$ cat config.mk
export PLATFORM = sky130hd
export DESIGN_NAME = ps2_scan_code_receiver
export DESIGN_NICKNAME = d
export VERILOG_FILES = /design/src/rtl/ps2_scan_code_receiver.sv
export SDC_FILE = /design/constraint.sdc
export NUM_CORES = 1
export LEC_CHECK = 0
export CORE_MARGIN = 2
export CORE_UTILIZATION = 40
export CTS_CLUSTER_SIZE = 12
export DETAILED_ROUTE_END_ITERATION = 10
export PLACE_DENSITY_LB_ADDON = 0.2
export SYNTH_ARGS = -nofsm -noshare
export SYNTH_HDL_FRONTEND = slang
export SYNTH_SLANG_ARGS = --single-unit
export TNS_END_PERCENT = 20
$ cat constraint.sdc
create_clock -name clk -period 2.03 [get_ports clk]
set_input_delay 0.3045 -clock clk [delete_from_list [all_inputs] [get_ports clk]]
set_output_delay 0.3045 -clock clk [all_outputs]
set_load 0.1 [all_outputs]
$ cat src/rtl/ps2_scan_code_receiver.sv
// PS/2 keyboard scan-code receiver.
//
// Synchronizes and de-glitches kb_clk/kb_data. It decodes one 11-bit frame
// (start, 8 data bits LSB-first, odd parity, stop) per byte. It keeps the last
// four accepted codes packed into a 32-bit word for the display controller.
//
// Optional feature: define PS2_BREAK_FILTER_EN to drop break sequences. With it
// defined, F0 arms a break, E0 is ignored, and the byte after F0 is dropped.
// Without it, every valid byte is pushed.
//
// Ports:
//   clk          system clock
//   reset_n      asynchronous active-low reset
//   kb_clk       PS/2 clock from keyboard (asynchronous)
//   kb_data      PS/2 data from keyboard (asynchronous)
//   scan_codes   last four accepted codes, newest in [7:0], oldest in [31:24]
//   scan_valid   one-cycle pulse when scan_codes updates
//   frame_error  one-cycle pulse on parity, stop or timeout error
module ps2_scan_code_receiver #(
  parameter int unsigned SYNC_STAGES    = 2,
  parameter int unsigned FILTER_LEN     = 4,
  parameter int unsigned TIMEOUT_CYCLES = 50000
) (
  input  logic        clk,
  input  logic        reset_n,
  input  logic        kb_clk,
  input  logic        kb_data,
  output logic [31:0] scan_codes,
  output logic        scan_valid,
  output logic        frame_error
);

  localparam int unsigned FiltW = $clog2(FILTER_LEN + 1);
  localparam int unsigned TmoW  = (TIMEOUT_CYCLES > 2) ? $clog2(TIMEOUT_CYCLES) : 1;

  typedef enum logic [1:0] {StIdle, StData, StParity, StStop} state_e;

  logic [SYNC_STAGES-1:0] clk_sync_q, data_sync_q;
  logic                   clk_s, data_s;
  logic                   filt_q, filt_d;
  logic [FiltW-1:0]       fcnt_q, fcnt_d;
  logic                   fall;

  state_e                 state_q, state_d;
  logic [2:0]             bit_cnt_q, bit_cnt_d;
  logic [7:0]             shift_q, shift_d;
  logic                   parity_q, parity_d;
  logic [TmoW-1:0]        tmo_q, tmo_d;
  logic                   tmo_hit;
  logic                   frame_ok;
  logic [31:0]            codes_q, codes_d;
  logic                   valid_q, valid_d;
  logic                   error_q, error_d;
`ifdef PS2_BREAK_FILTER_EN
  logic                   brk_q, brk_d;
`endif

  assign clk_s  = clk_sync_q[SYNC_STAGES-1];
  assign data_s = data_sync_q[SYNC_STAGES-1];

  // Glitch filter: filt follows clk_s only after FILTER_LEN consecutive disagreeing samples.
  always_comb begin
    filt_d = filt_q;
    fcnt_d = '0;
    if (clk_s != filt_q) begin
      if (fcnt_q == FiltW'(FILTER_LEN - 1)) begin
        filt_d = clk_s;
      end else begin
        fcnt_d = fcnt_q + 1'b1;
      end
    end
  end

  assign fall = filt_q & ~filt_d;

  assign tmo_hit = (state_q != StIdle) && !fall && (tmo_q == TmoW'(TIMEOUT_CYCLES - 1));

  // Odd parity over data plus parity bit, and the stop bit must be high.
  assign frame_ok = data_s & (^{shift_q, parity_q});

  always_comb begin
    state_d   = state_q;
    bit_cnt_d = bit_cnt_q;
    shift_d   = shift_q;
    parity_d  = parity_q;
    codes_d   = codes_q;
    valid_d   = 1'b0;
    error_d   = 1'b0;
`ifdef PS2_BREAK_FILTER_EN
    brk_d     = brk_q;
`endif

    if (state_q == StIdle || fall || tmo_hit) begin
      tmo_d = '0;
    end else begin
      tmo_d = tmo_q + 1'b1;
    end

    unique case (state_q)
      StIdle: begin
        if (fall && !data_s) begin
          state_d   = StData;
          bit_cnt_d = '0;
        end
      end
      StData: begin
        if (fall) begin
          shift_d   = {data_s, shift_q[7:1]};
          bit_cnt_d = bit_cnt_q + 3'd1;
          if (bit_cnt_q == 3'd7) state_d = StParity;
        end
      end
      StParity: begin
        if (fall) begin
          parity_d = data_s;
          state_d  = StStop;
        end
      end
      StStop: begin
        if (fall) begin
          state_d = StIdle;
          if (!frame_ok) begin
            error_d = 1'b1;
          end else begin
`ifdef PS2_BREAK_FILTER_EN
            if (shift_q == 8'hF0) begin
              brk_d = 1'b1;
            end else if (shift_q == 8'hE0) begin
              // Extended prefix carries no key information.
            end else if (brk_q) begin
              brk_d = 1'b0;
            end else begin
              codes_d = {codes_q[23:0], shift_q};
              valid_d = 1'b1;
            end
`else
            codes_d = {codes_q[23:0], shift_q};
            valid_d = 1'b1;
`endif
          end
        end
      end
      default: state_d = StIdle;
    endcase

    // Keyboard went silent mid-frame: drop the partial byte.
    if (tmo_hit) begin
      state_d = StIdle;
      error_d = 1'b1;
    end
  end

  always_ff @(posedge clk or negedge reset_n) begin
    if (!reset_n) begin
      clk_sync_q  <= '1;
      data_sync_q <= '1;
      filt_q      <= 1'b1;
      fcnt_q      <= '0;
      state_q     <= StIdle;
      bit_cnt_q   <= '0;
      shift_q     <= '0;
      parity_q    <= 1'b0;
      tmo_q       <= '0;
      codes_q     <= '0;
      valid_q     <= 1'b0;
      error_q     <= 1'b0;
`ifdef PS2_BREAK_FILTER_EN
      brk_q       <= 1'b0;
`endif
    end else begin
      clk_sync_q  <= {clk_sync_q[SYNC_STAGES-2:0], kb_clk};
      data_sync_q <= {data_sync_q[SYNC_STAGES-2:0], kb_data};
      filt_q      <= filt_d;
      fcnt_q      <= fcnt_d;
      state_q     <= state_d;
      bit_cnt_q   <= bit_cnt_d;
      shift_q     <= shift_d;
      parity_q    <= parity_d;
      tmo_q       <= tmo_d;
      codes_q     <= codes_d;
      valid_q     <= valid_d;
      error_q     <= error_d;
`ifdef PS2_BREAK_FILTER_EN
      brk_q       <= brk_d;
`endif
    end
  end

  assign scan_codes  = codes_q;
  assign scan_valid  = valid_q;
  assign frame_error = error_q;

endmodule
==> metrics.txt <==
Design Area, Final 0.00394 mm2; Max VDD drop 0.593 mV; sequential area share after synthesis 0.570; Final min period 2080 ps; Core Area 0.00769 mm2; worst hold path type reg -> reg; clk_skew 9.17 ps; Ant. Diodes 0; CTS Sinks 72; RSZ-0062 raised after global routing true; layout cells sized above 1 0.388; Placed Area 0.00367 mm2; Post-Route WL 5.37 mm; global-route wire length before repair 8.98 mm; R2R Path Start shift_q[1]; Critical Path Fanout Max 19; postcts setup bufs 0; GRT Total Usage 0.135; CP required 2250 ps; clock buffer count from CTS 9; outcome complete, but fails checks; Post-DRT Antenna Nets 0; drt wl/cell 13.7 um; CP startpoint kind flop; largest net degree at the start of global routing 47; Die H 93.0 um; critical path capture point type flop; clock tree from TritonCTS yes; pwr/cell area 905 mW/mm2; vias in the first global route 1,856; Hold Fails Final Rpt 0; Slew Viols, Final 0; Yosys reg bits 72; f_max 482 MHz; total power 3.56 mW; Setup WS post-layout -46.2 ps; Cells on Worst Hold Path 0; Avg Inst Size Synth 13.9 um2; initial antenna violation count 0; Routability Congestion 0.755; die width 93.0 um; Slew HR 0.748; Async SR Flop Fraction 1.00; met2 wire length 2.39 mm; overflow left after global routing 0; YS warnings 0; Least-Margin Pin Slew 377 ps; M1 wire length 2.66 mm; Root Buffer Master clkbuf_8; # port buffers 37; HP Start clk_sync_q[0]; Clock Latency Late Sink 340 ps; clock tree buffer depth 2; Final HPWL DP 3.74 mm; Cells after Synth 228; commonest non-fill, non-tap cell in the layout dfrtp_1; Slowest cell on crit path xnor3_2; drt initial violations 60; final design utilization 0.512; fin crit share 1.02; die area 0.00866 mm2; H-tree level count 3; Static Leak 1.94 nW; most frequent cells in the layout dfrtp_1 (67), buf_4 (45), mux2_4 (32); Row Count 32; Reg2Reg Depth 6; Top FF cell, synth dfrtp_1; DRT Pass-1 Iters 4; via count 1,858; top layer in use met4; number of synthesized flops with an enable pin 0; Synth Cell Area 0.00317 mm2; # nets final 297; Net Count, Synth 241; Starting Density 0.413; # setup viols final 32; worst path cell trace xor2_1, xnor3_2, xnor2_2, nor3_4, buf_12, mux2_4; crit path kind reg -> reg; r2r setup slk -50 ps; met3 routed WL 224 um; Crit. Startpoint shift_q[1]; # DRC 0; Arrival @ worst endpoint 2300 ps; Clock Pin Slew Worst Setup and Hold Paths 80 ps; P&R area growth vs syn 24.1%; I/O pin total 38; library cells used by synthesis 33; max cap viols 0; vias per cell 4.75; failing checks negative setup slack; crit-path max cell delay 450 ps; FILL cells 690
worst max-delay path, delay by kind of cell (launching register included):
kind,cells,cell delay [ps]
buffers and inverters,1,230
multiplexers,1,310
flip-flops,1,400
XOR/XNOR,3,780
AND/OR/NAND/NOR,1,220
through the flow:
step                worst slack [ps]  hold slack [ps]  setup TNS [ps]  cells
floorplan                      0.705             8.91               0    228
global placement               -26.1              248            -517    374
detailed placement             -45.7              250            -720    374
CTS                            -58.9              350           -1210    391
global route                    -139              353           -3820    391
finish                         -46.2              358            -787    391
worst paths after layout:
path	endpoint
max reg2reg	scan_codes[31]
min	clk_sync_q[1]
max	scan_codes[31]
min in group asynchronous	bit_cnt_q[1]
min reg2reg	clk_sync_q[1]
max in group asynchronous	scan_codes[23]
state kept, by name, indices dropped and copies added, names as in the netlist:
register,count
data_sync_q,2
tmo_q,16
bit_cnt_q,3
parity_q,1
shift_q,8
clk_sync_q,2
filt_q,1
state_q,2
frame_error,1
scan_codes,32
scan_valid,1
fcnt_q,3
logic make-up after synthesis:
group           after synthesis  synth area share
fa+ha+maj                     9            0.0355
compound gates               17            0.0312
buf+inv                      10            0.0193
xor+xnor                     20            0.0623
mux                          41             0.180
flops                        72             0.570
simple gates                 59             0.102
cells in the mapped netlist, types with 4 or more instances:
cell type,count,area [um2]
nor2_1,17,63.8
mux2_4,29,435
and2_1,4,25.0
o21ai_0,10,50.1
inv_1,4,15.0
mux2_2,12,135
dfrtp_1,67,1680
nand2_1,12,45.0
nand4_1,6,37.5
xnor2_1,7,61.3
ha_1,9,113
dfstp_2,5,131
xor2_1,11,96.3
power by group:
| part | leakage [nW] | internal [mW] | switching [mW] |
|---|---|---|---|
| combinational | 0.840 | 0.254 | 0.324 |
| sequential | 0.980 | 1.54 | 0.0606 |
| clock | 0.117 | 0.826 | 0.555 |
metal layers:
| metal | up-vias | global-route usage |
|---|---|---|
| li1 | 913 | - |
| met1 | 906 | 0.191 |
| met2 | 33 | 0.192 |
| met3 | 6 | 0.0371 |
| met4 | 0 | 0.0625 |
| met5 | - | 0 |
repair_timing:
action | CTS | global route
endpoints found under the setup margin | 32 | 34
hold buffers | 1 | 0
cloned | 0 | 0
resized for setup | 2 | 3
hold endpoints to repair | 21 | 0
area by class of cell:
| class | instances | area (um2) | share of cell area |
|---|---|---|---|
| clock buffers | 10 | 128 | 0.0324 |
| clock inverters | 6 | 115 | 0.0293 |
| inverters | 4 | 15.0 | 0.00382 |
| multi-input cells | 146 | 1310 | 0.334 |
| flip-flops and latches | 72 | 1810 | 0.459 |
| well taps | 102 | 128 | 0.0324 |
| repair buffers | 51 | 428 | 0.109 |
No activity file was read; power rests on OpenSTA's default activity.
